### config.mk
export PLATFORM = sky130hd
export DESIGN_NAME = pulse_analyzer
export DESIGN_NICKNAME = d
export VERILOG_FILES = /design/src/rtl/pulse_analyzer.sv
export SDC_FILE = /design/constraint.sdc
export NUM_CORES = 1
export LEC_CHECK = 0
export BUFFER_PORTS_ARGS = -buffer_cell sky130_fd_sc_hd__buf_2
export CELL_PAD_IN_SITES_DETAIL_PLACEMENT = 0
export CELL_PAD_IN_SITES_GLOBAL_PLACEMENT = 1
export CORE_MARGIN = 4
export CORE_UTILIZATION = 40
export CTS_BUF_LIST = sky130_fd_sc_hd__clkbuf_4
export DETAILED_ROUTE_END_ITERATION = 10
export PLACE_DENSITY = 0.71
export SKIP_LAST_GASP = 1
export SLEW_MARGIN = 20
export SYNTH_ARGS = -nofsm -noshare
export SYNTH_HDL_FRONTEND = slang
export SYNTH_SLANG_ARGS = --single-unit
### constraint.sdc
create_clock -name clk -period 3.1 [get_ports clk]
set_input_delay 0.62 -clock clk [delete_from_list [all_inputs] [get_ports clk]]
set_output_delay 0.62 -clock clk [all_outputs]
set_load 0.01 [all_outputs]
### src/rtl/pulse_analyzer.sv
// pulse_analyzer: synchronises an asynchronous pulse train, detects its edges,
// measures high width and period in clock cycles, counts pulses and flags a
// stuck or absent train.
module pulse_analyzer #(
    parameter int CNT_W       = 8,
    parameter int SYNC_STAGES = 2,
    parameter int TIMEOUT     = 200
) (
    input  logic             clk,
    input  logic             reset,
    input  logic             enable,
    input  logic             signal,
    output logic             edge_rise,
    output logic             edge_fall,
    output logic [CNT_W-1:0] high_len,
    output logic [CNT_W-1:0] period,
    output logic             meas_valid,
    output logic [15:0]      pulse_count,
    output logic             stuck,
    output logic             overflow
);

    localparam logic [CNT_W-1:0] CNT_MAX    = {CNT_W{1'b1}};
    localparam logic [CNT_W-1:0] CNT_ONE    = {{(CNT_W-1){1'b0}}, 1'b1};
    localparam logic [CNT_W-1:0] CNT_ZERO   = {CNT_W{1'b0}};
    localparam logic [15:0]      TIMER_LAST = 16'(TIMEOUT - 1);
    localparam logic [15:0]      TIMER_END  = 16'(TIMEOUT);

    typedef enum logic [1:0] {
        ST_IDLE = 2'd0,
        ST_ARM  = 2'd1,
        ST_HIGH = 2'd2,
        ST_LOW  = 2'd3
    } state_e;

    // Registered state
    logic [SYNC_STAGES-1:0] sync_q, sync_d;
    logic                   s_prev_q, s_prev_d;
    logic                   edge_rise_q, edge_rise_d;
    logic                   edge_fall_q, edge_fall_d;
    state_e                 state_q, state_d;
    logic [CNT_W-1:0]       cnt_q, cnt_d;
    logic [CNT_W-1:0]       hl_int_q, hl_int_d;
    logic [CNT_W-1:0]       high_len_q, high_len_d;
    logic [CNT_W-1:0]       period_q, period_d;
    logic                   meas_valid_q, meas_valid_d;
    logic [15:0]            pulse_count_q, pulse_count_d;
    logic [15:0]            timer_q, timer_d;
    logic                   stuck_q, stuck_d;
    logic                   overflow_q, overflow_d;

    // Combinational helpers
    logic                   s_sync_s;
    logic                   any_edge_s;
    logic                   timeout_s;
    logic                   cnt_sat_s;
    logic [CNT_W-1:0]       cnt_next_s;
    logic [CNT_W:0]         sum_s;
    logic [CNT_W-1:0]       period_sat_s;

    assign s_sync_s     = sync_q[SYNC_STAGES-1];
    assign any_edge_s   = edge_rise_q | edge_fall_q;
    // An edge in the same cycle always beats the timeout.
    assign timeout_s    = enable & ~any_edge_s & (timer_q == TIMER_LAST);
    assign cnt_sat_s    = (cnt_q == CNT_MAX);
    assign cnt_next_s   = cnt_sat_s ? cnt_q : (cnt_q + CNT_ONE);
    // Period sum is one bit wider so a carry out can be caught and clamped.
    assign sum_s        = {1'b0, hl_int_q} + {1'b0, cnt_q};
    assign period_sat_s = sum_s[CNT_W] ? CNT_MAX : sum_s[CNT_W-1:0];

    // Synchroniser shift, previous-sample tap and edge strobes (run regardless of enable).
    always_comb begin
        sync_d      = {sync_q[SYNC_STAGES-2:0], signal};
        s_prev_d    = s_sync_s;
        edge_rise_d = s_sync_s & ~s_prev_q;
        edge_fall_d = ~s_sync_s & s_prev_q;
    end

    // Idle timer and stuck flag: cleared by any edge or by disabling.
    always_comb begin
        timer_d = timer_q;
        stuck_d = stuck_q;
        if (!enable) begin
            timer_d = 16'd0;
            stuck_d = 1'b0;
        end else if (any_edge_s) begin
            timer_d = 16'd0;
            stuck_d = 1'b0;
        end else if (timer_q < TIMER_END) begin
            timer_d = timer_q + 16'd1;
            if (timeout_s) begin
                stuck_d = 1'b1;
            end else begin
                stuck_d = stuck_q;
            end
        end else begin
            timer_d = timer_q;
            stuck_d = stuck_q;
        end
    end

    // Pulse counter: rising edges while enabled and out of IDLE, wrapping freely.
    always_comb begin
        if (enable && (state_q != ST_IDLE) && edge_rise_q) begin
            pulse_count_d = pulse_count_q + 16'd1;
        end else begin
            pulse_count_d = pulse_count_q;
        end
    end

    // Measurement FSM: next state, cycle counter, captured widths and overflow.
    always_comb begin
        state_d      = state_q;
        cnt_d        = cnt_q;
        hl_int_d     = hl_int_q;
        high_len_d   = high_len_q;
        period_d     = period_q;
        meas_valid_d = 1'b0;
        overflow_d   = overflow_q;
        if (!enable) begin
            state_d = ST_IDLE;
            cnt_d   = CNT_ZERO;
        end else if (timeout_s) begin
            state_d = ST_ARM;
            cnt_d   = CNT_ZERO;
        end else begin
            case (state_q)
                ST_IDLE: begin
                    state_d = ST_ARM;
                    cnt_d   = CNT_ZERO;
                end
                ST_ARM: begin
                    if (edge_rise_q) begin
                        state_d = ST_HIGH;
                        cnt_d   = CNT_ONE;
                    end else begin
                        cnt_d   = CNT_ZERO;
                    end
                end
                ST_HIGH: begin
                    if (edge_fall_q) begin
                        hl_int_d = cnt_q;
                        cnt_d    = CNT_ONE;
                        state_d  = ST_LOW;
                    end else begin
                        cnt_d = cnt_next_s;
                        if (cnt_sat_s) begin
                            overflow_d = 1'b1;
                        end else begin
                            overflow_d = overflow_q;
                        end
                    end
                end
                ST_LOW: begin
                    if (edge_rise_q) begin
                        high_len_d   = hl_int_q;
                        period_d     = period_sat_s;
                        meas_valid_d = 1'b1;
                        cnt_d        = CNT_ONE;
                        state_d      = ST_HIGH;
                        if (sum_s[CNT_W]) begin
                            overflow_d = 1'b1;
                        end else begin
                            overflow_d = overflow_q;
                        end
                    end else begin
                        cnt_d = cnt_next_s;
                        if (cnt_sat_s) begin
                            overflow_d = 1'b1;
                        end else begin
                            overflow_d = overflow_q;
                        end
                    end
                end
                default: begin
                    state_d = ST_IDLE;
                    cnt_d   = CNT_ZERO;
                end
            endcase
        end
    end

    // State register with synchronous active-high reset clearing everything.
    always_ff @(posedge clk) begin
        if (reset) begin
            sync_q        <= {SYNC_STAGES{1'b0}};
            s_prev_q      <= 1'b0;
            edge_rise_q   <= 1'b0;
            edge_fall_q   <= 1'b0;
            state_q       <= ST_IDLE;
            cnt_q         <= CNT_ZERO;
            hl_int_q      <= CNT_ZERO;
            high_len_q    <= CNT_ZERO;
            period_q      <= CNT_ZERO;
            meas_valid_q  <= 1'b0;
            pulse_count_q <= 16'd0;
            timer_q       <= 16'd0;
            stuck_q       <= 1'b0;
            overflow_q    <= 1'b0;
        end else begin
            sync_q        <= sync_d;
            s_prev_q      <= s_prev_d;
            edge_rise_q   <= edge_rise_d;
            edge_fall_q   <= edge_fall_d;
            state_q       <= state_d;
            cnt_q         <= cnt_d;
            hl_int_q      <= hl_int_d;
            high_len_q    <= high_len_d;
            period_q      <= period_d;
            meas_valid_q  <= meas_valid_d;
            pulse_count_q <= pulse_count_d;
            timer_q       <= timer_d;
            stuck_q       <= stuck_d;
            overflow_q    <= overflow_d;
        end
    end

    assign edge_rise   = edge_rise_q;
    assign edge_fall   = edge_fall_q;
    assign high_len    = high_len_q;
    assign period      = period_q;
    assign meas_valid  = meas_valid_q;
    assign pulse_count = pulse_count_q;
    assign stuck       = stuck_q;
    assign overflow    = overflow_q;

endmodule

Yosys cells after proc, flatten, opt, wreduce, memory -nomap -nowiden
Index checks and enable logic that the tools add are counted.

storage, ports and cells
  register bits after elaboration = 74
  output and inout port bits = 37
  word-level logic and storage cells = 74

cells by class
  add/subtract/negate cells = 4
  magnitude comparators = 1
  equal/unequal tests = 11
  muxes and demuxes = 16
  bitwise logic cells = 11
  reductions and logical operators = 16

operator list
  kind                                                                   count
  16-bit by 1-bit adder with 16-bit output, second input constant        2
  8-bit 2-to-1 mux                                                       4
  8-bit case mux with 4 select lines                                     1
  16-bit by 8-bit == test with 1-bit output, second input constant       1
  16-bit by 8-bit < comparator with 1-bit output, second input constant  1
  8-bit by 8-bit adder with 9-bit output                                 1
  8-bit by 1-bit adder with 8-bit output, second input constant          1
  8-bit == test, second input constant                                   1
  4-bit AND reduction                                                    2
  1-bit 2-to-1 mux                                                       7
  3-bit != test, second input constant                                   2
  1-bit inverter                                                         6
  2-bit case mux with 3 select lines                                     1
  2-bit AND reduction                                                    3
  3-bit OR reduction                                                     2
  5-bit AND reduction                                                    1
  1-bit bitwise AND                                                      4
  2-bit == test, second input constant                                   2
  2-bit 2-to-1 mux                                                       2
  2-bit != test, second input constant                                   2
  2-bit nonzero test                                                     2
  2-bit OR reduction                                                     2
  4-bit OR reduction                                                     1
  3-bit by 1-bit != test with 1-bit output, second input constant        1
  other kinds (6)                                                        7

Logic depth before layout (Yosys ltp)
  word-level depth = 6
  depth in mapped cells = 7
  depth with buffers taken out = 7

Worst setup path before layout
OpenSTA, ideal clock, no wires.

  path kind = reg-to-reg
  start point = register cnt_q[0]
  end point = register period_q[1], in the netlist period[1]
  library setup time = 134 ps
  arrival = 1760 ps
  data required time = 2966 ps
  path slack = 1206 ps
  stages on the path, launching flop included = 8
  path buffers = 0
  path through = dfxtp_1 ha_1 fa_1 nand3_1 nand2_1 a221o_1 nor2_2 a211oi_1

between the ends
  word-level cells in the longest chain between the ends = 2

ends and longest elaborated chain
  item                                    line  source
  from (decl)                             42    logic [CNT_W-1:0] cnt_q, cnt_d;
  from (signal assigned)                  206   cnt_q <= cnt_d;
  8-bit by 8-bit adder with 9-bit output  68    assign sum_s = {1'b0, hl_int_q} + {1'b0, cnt_q};
  8-bit 2-to-1 mux                        69    assign period_sat_s = sum_s[CNT_W] ? CNT_MAX : sum_s[CNT_W-1:0];
  to (signal assigned)                    209   period_q <= period_d;
  to (decl)                               45    logic [CNT_W-1:0] period_q, period_d;

Every way passes these cells.
A chain may end at the register's enable or synchronous reset.

Worst setup path after layout
  start point = register cnt_q[0]
  end point = register period_q[0], in the netlist period[0]

Same word-level chain as after synthesis.

==> results summary <==
The critical path arrival came out at 2.47 ns. The type of origin of the critical path is a flop. 0 antenna diodes ended up in the layout. The number of warning messages in the yosys log came out at 0. The number of max-slew violations in the final report came to 0. The cts-stage hold buffer count is 0.

The share of cells above drive strength 1 is 0.173. The top fanout value on the critical path came out at 8. The peak ir drop on the vdd network is between 0.00015 and 0.0002 V. Setup repair after global routing left no endpoint under its margin. The remaining antenna violation count after routing is 0. The initial core utilization came out at 0.416. The number of remaining DRC errors is 0.

The largest net degree at the start of global routing is 49. The first detailed-routing pass took 4 iterations. The die is 98.4 um wide. The run finished with clean final reports. The final-stage net count is 409. The routed wirelength normalized by instance count is 13.2 um. The data required time at the worst endpoint is 3.37 ns. The die is ~98 um tall. The synthesized net count came out at 372. The total power draw came out at 1.66 mW. The count of maximum capacitance violations is 0. The clock drives 74 sinks. STA classifies the critical path endpoint as a flop. For this block, the initial DRC count from the detailed router was 60.

The most common cell in the synthesized netlist is sky130_fd_sc_hd__dfxtp_1. The number of buffers between clock root and the deepest sink came out at 2. The global router's overall resource usage came out at 0.145. The number of global-route vias before repair was 2365. Relative to the synthesized area, the layout overhead comes to 12.9%. The total core area came out at just under 0.008 sq mm.

The final worst clock skew is 0.0107 ns. TritonCTS built the clock tree. The number of instances in the synthesized netlist is 356. The number of rows in the core area came out at 32. Sorting the synthesized cells by how often they occur yields 74 x sky130_fd_sc_hd__dfxtp_1, 53 x sky130_fd_sc_hd__nor2_1, 34 x sky130_fd_sc_hd__nand2_1, 18 x sky130_fd_sc_hd__a21oi_1, 17 x sky130_fd_sc_hd__xor2_1. The via density per instance is 4.98.

Headroom to the max-slew limit came out at 0.414. Subtracting the final worst setup slack from the clock period gives 2.20 ns. Buffers added to address setup during post-CTS repair amount to 0. The number of resized instances in the post-cts repair step is 0. Counting distinct cell types in the post-synthesis netlist gives 45.

The total via count in the routed design is around 2500. The global route total overflow came out at 0. The portion of the clock cycle consumed by the worst path in the final layout is 0.711. The die outline area came out at 0.00968 sq mm. The setup path with the least slack is of type flop to flop. Summed over all instances, the cell type with the most area after synthesis is sky130_fd_sc_hd__dfxtp_1.

The H-tree generated during clock tree synthesis spans 3 levels. After clock tree synthesis, the clock-pin slew on the worst setup and hold paths is 0.13 ns. The first global-routing pass estimated 11.4 mm of wire. For this run, the leading register cell type out of synthesis is sky130_fd_sc_hd__dfxtp_1. The placer congestion estimate came out at 0.774.

The number of filler instances in the final layout is 817. The setup TNS after final layout came out at 0 ns. By area the synthesized netlist is led by sky130_fd_sc_hd__dfxtp_1 45%, sky130_fd_sc_hd__nor2_1 6.1%, sky130_fd_sc_hd__xor2_1 4.6%, sky130_fd_sc_hd__ha_1 4.2%, sky130_fd_sc_hd__nand2_1 3.9%. The slew at the pin closest to its max-slew limit came out at 0.878 ns. Setup violations remaining at the end of the flow were counted as 0.

The number of enable-type register cells in the synthesized netlist came out at 0. The synthesized area per cell came out at 9.18 sq um. The number of antenna violations at the first check in global routing came out at 0. The synthesized netlist occupies a cell area of roughly 0.0033 sq mm. The aggregate routed wire length is 6.59 mm. The fmax came out at 0.454 GHz. The number of I/O pins came out at 41.

The leakage power figure came out at 1.51 nW. The estimated wirelength of the detail-placed design came out at 4.64 mm. The number of port buffers came out at 40. Dividing total power by cell area gives a power density of 451 mW/mm^2. The number of failing hold endpoints at the final stage was 0. The fraction of the yosys area taken by sequential cells is 0.453. The tree is rooted in a sky130_fd_sc_hd__clkbuf_4. Of all flip-flops after synthesis, the portion carrying an async set or reset was 0. The share of synthesized area in the top cell type comes to 0.453. The clock latency reported for the late side of the worst-skew pair came out at 0.42 ns.

The path category of the worst min-delay check is input port to flop. The number of buffers created by CTS came out at 9. The total of flip-flops plus latches after synthesis is 74.
per-stage QoR:
stage,std cells,hold WS (ns),setup slack (ns),util,area [sq um]
4_1_cts,500,0.374,0.863,0.470,3690
5_1_grt,500,0.396,0.740,0.470,3690
6_report,500,0.411,0.897,0.470,3690
3_5_place_dp,484,0.399,0.880,0.449,3530
2_1_floorplan,356,0.383,1.21,-,3270
3_3_place_gp,484,0.388,0.927,0.449,3530
routing by layer:
metal / track usage / up-vias / wire [um]
li1: - / 1297 / -
met1: 0.199 / 1141 / 3420
met2: 0.212 / 47 / 2760
met3: 0.0414 / 6 / 322
met4: 0.0599 / 0 / 88
met5: 0 / - / 0
sequential cells by signal, indices dropped and copies added, names as in the netlist:
name,count
stuck,1
timer_q,16
cnt_q,8
edge_rise,1
period,8
hl_int_q,8
s_prev_q,1
meas_valid,1
overflow,1
edge_fall,1
state_q,2
sync_q,2
high_len,8
pulse_count,16
final timing paths:
| path | startpoint | to | slack [ns] | cells past startpoint |
|---|---|---|---|---|
| min | signal | sync_q[0] | 0.41 | 2 |
| min reg2reg | s_prev_q | edge_rise | 0.42 | 1 |
| max reg2reg | cnt_q[0] | period[0] | 0.90 | 7 |
| max | cnt_q[0] | period[0] | 0.90 | 7 |
layout make-up:
class	count	area, sq um	area share
Clock buffer	9	67.6	0.0183
Inverter	8	30.0	0.00814
Timing Repair Buffer	42	215	0.0584
Sequential cell	74	1480	0.402
Clock inverter	7	92.6	0.0251
Tap cell	102	128	0.0346
Multi-Input combinational cell	258	1670	0.454
power breakdown:
part           internal [mW]  switching (mW)  total (mW)
Combinational        0.00866          0.0197      0.0283
Clock                  0.325           0.349       0.674
Sequential             0.955         0.00536       0.960
Total                   1.29           0.374        1.66
worst max-delay path, stage by stage (launching register included):
cell and delay (ns):
sky130_fd_sc_hd__dfxtp_1 0.38, sky130_fd_sc_hd__ha_1 0.27, sky130_fd_sc_hd__fa_1 0.42, sky130_fd_sc_hd__nand3_1 0.12
sky130_fd_sc_hd__nand2_1 0.09, sky130_fd_sc_hd__a221o_1 0.36, sky130_fd_sc_hd__nor2_2 0.29, sky130_fd_sc_hd__a211oi_1 0.13
cells in the final DEF, fill, tap and decap left out, types with 2 or more instances in the layout:
cell type / n
sky130_fd_sc_hd__nand2_1: 34
sky130_fd_sc_hd__nor4_1: 4
sky130_fd_sc_hd__a31oi_1: 3
sky130_fd_sc_hd__nand4_1: 6
sky130_fd_sc_hd__ha_1: 11
sky130_fd_sc_hd__or3_1: 3
sky130_fd_sc_hd__xor2_1: 17
sky130_fd_sc_hd__a21oi_1: 18
sky130_fd_sc_hd__nand2b_1: 3
sky130_fd_sc_hd__and3_1: 6
sky130_fd_sc_hd__nor2b_1: 6
sky130_fd_sc_hd__nor3_1: 7
sky130_fd_sc_hd__nand3_1: 9
sky130_fd_sc_hd__inv_1: 8
sky130_fd_sc_hd__nor2_2: 2
sky130_fd_sc_hd__and2_1: 10
sky130_fd_sc_hd__nor4_2: 2
sky130_fd_sc_hd__clkbuf_4: 9
sky130_fd_sc_hd__and4_1: 5
sky130_fd_sc_hd__o21bai_1: 2
sky130_fd_sc_hd__clkinvlp_4: 2
sky130_fd_sc_hd__dfxtp_1: 74
sky130_fd_sc_hd__o211a_1: 2
sky130_fd_sc_hd__a211oi_1: 10
sky130_fd_sc_hd__nor2_1: 53
sky130_fd_sc_hd__buf_2: 40
sky130_fd_sc_hd__bufinv_16: 2
sky130_fd_sc_hd__mux2i_1: 11
sky130_fd_sc_hd__o21ai_0: 5
sky130_fd_sc_hd__buf_4: 2
sky130_fd_sc_hd__xnor2_1: 13
sky130_fd_sc_hd__or2_2: 2
cell families (layout without fill, tap and decap cells):
kind of cell | count (synthesis) | after routing | share of synthesized area
muxes | 11 | 11 | 0.0337
adders and majority gates | 12 | 12 | 0.0483
DFF | 74 | 74 | 0.453
AOI/OAI and AO/OA | 48 | 48 | 0.103
buffers and inverters | 24 | 66 | 0.0345
and+or+nand+nor | 157 | 157 | 0.247
xor gates and xnor gates | 30 | 30 | 0.0804
Power figures use the tool's default switching activity.
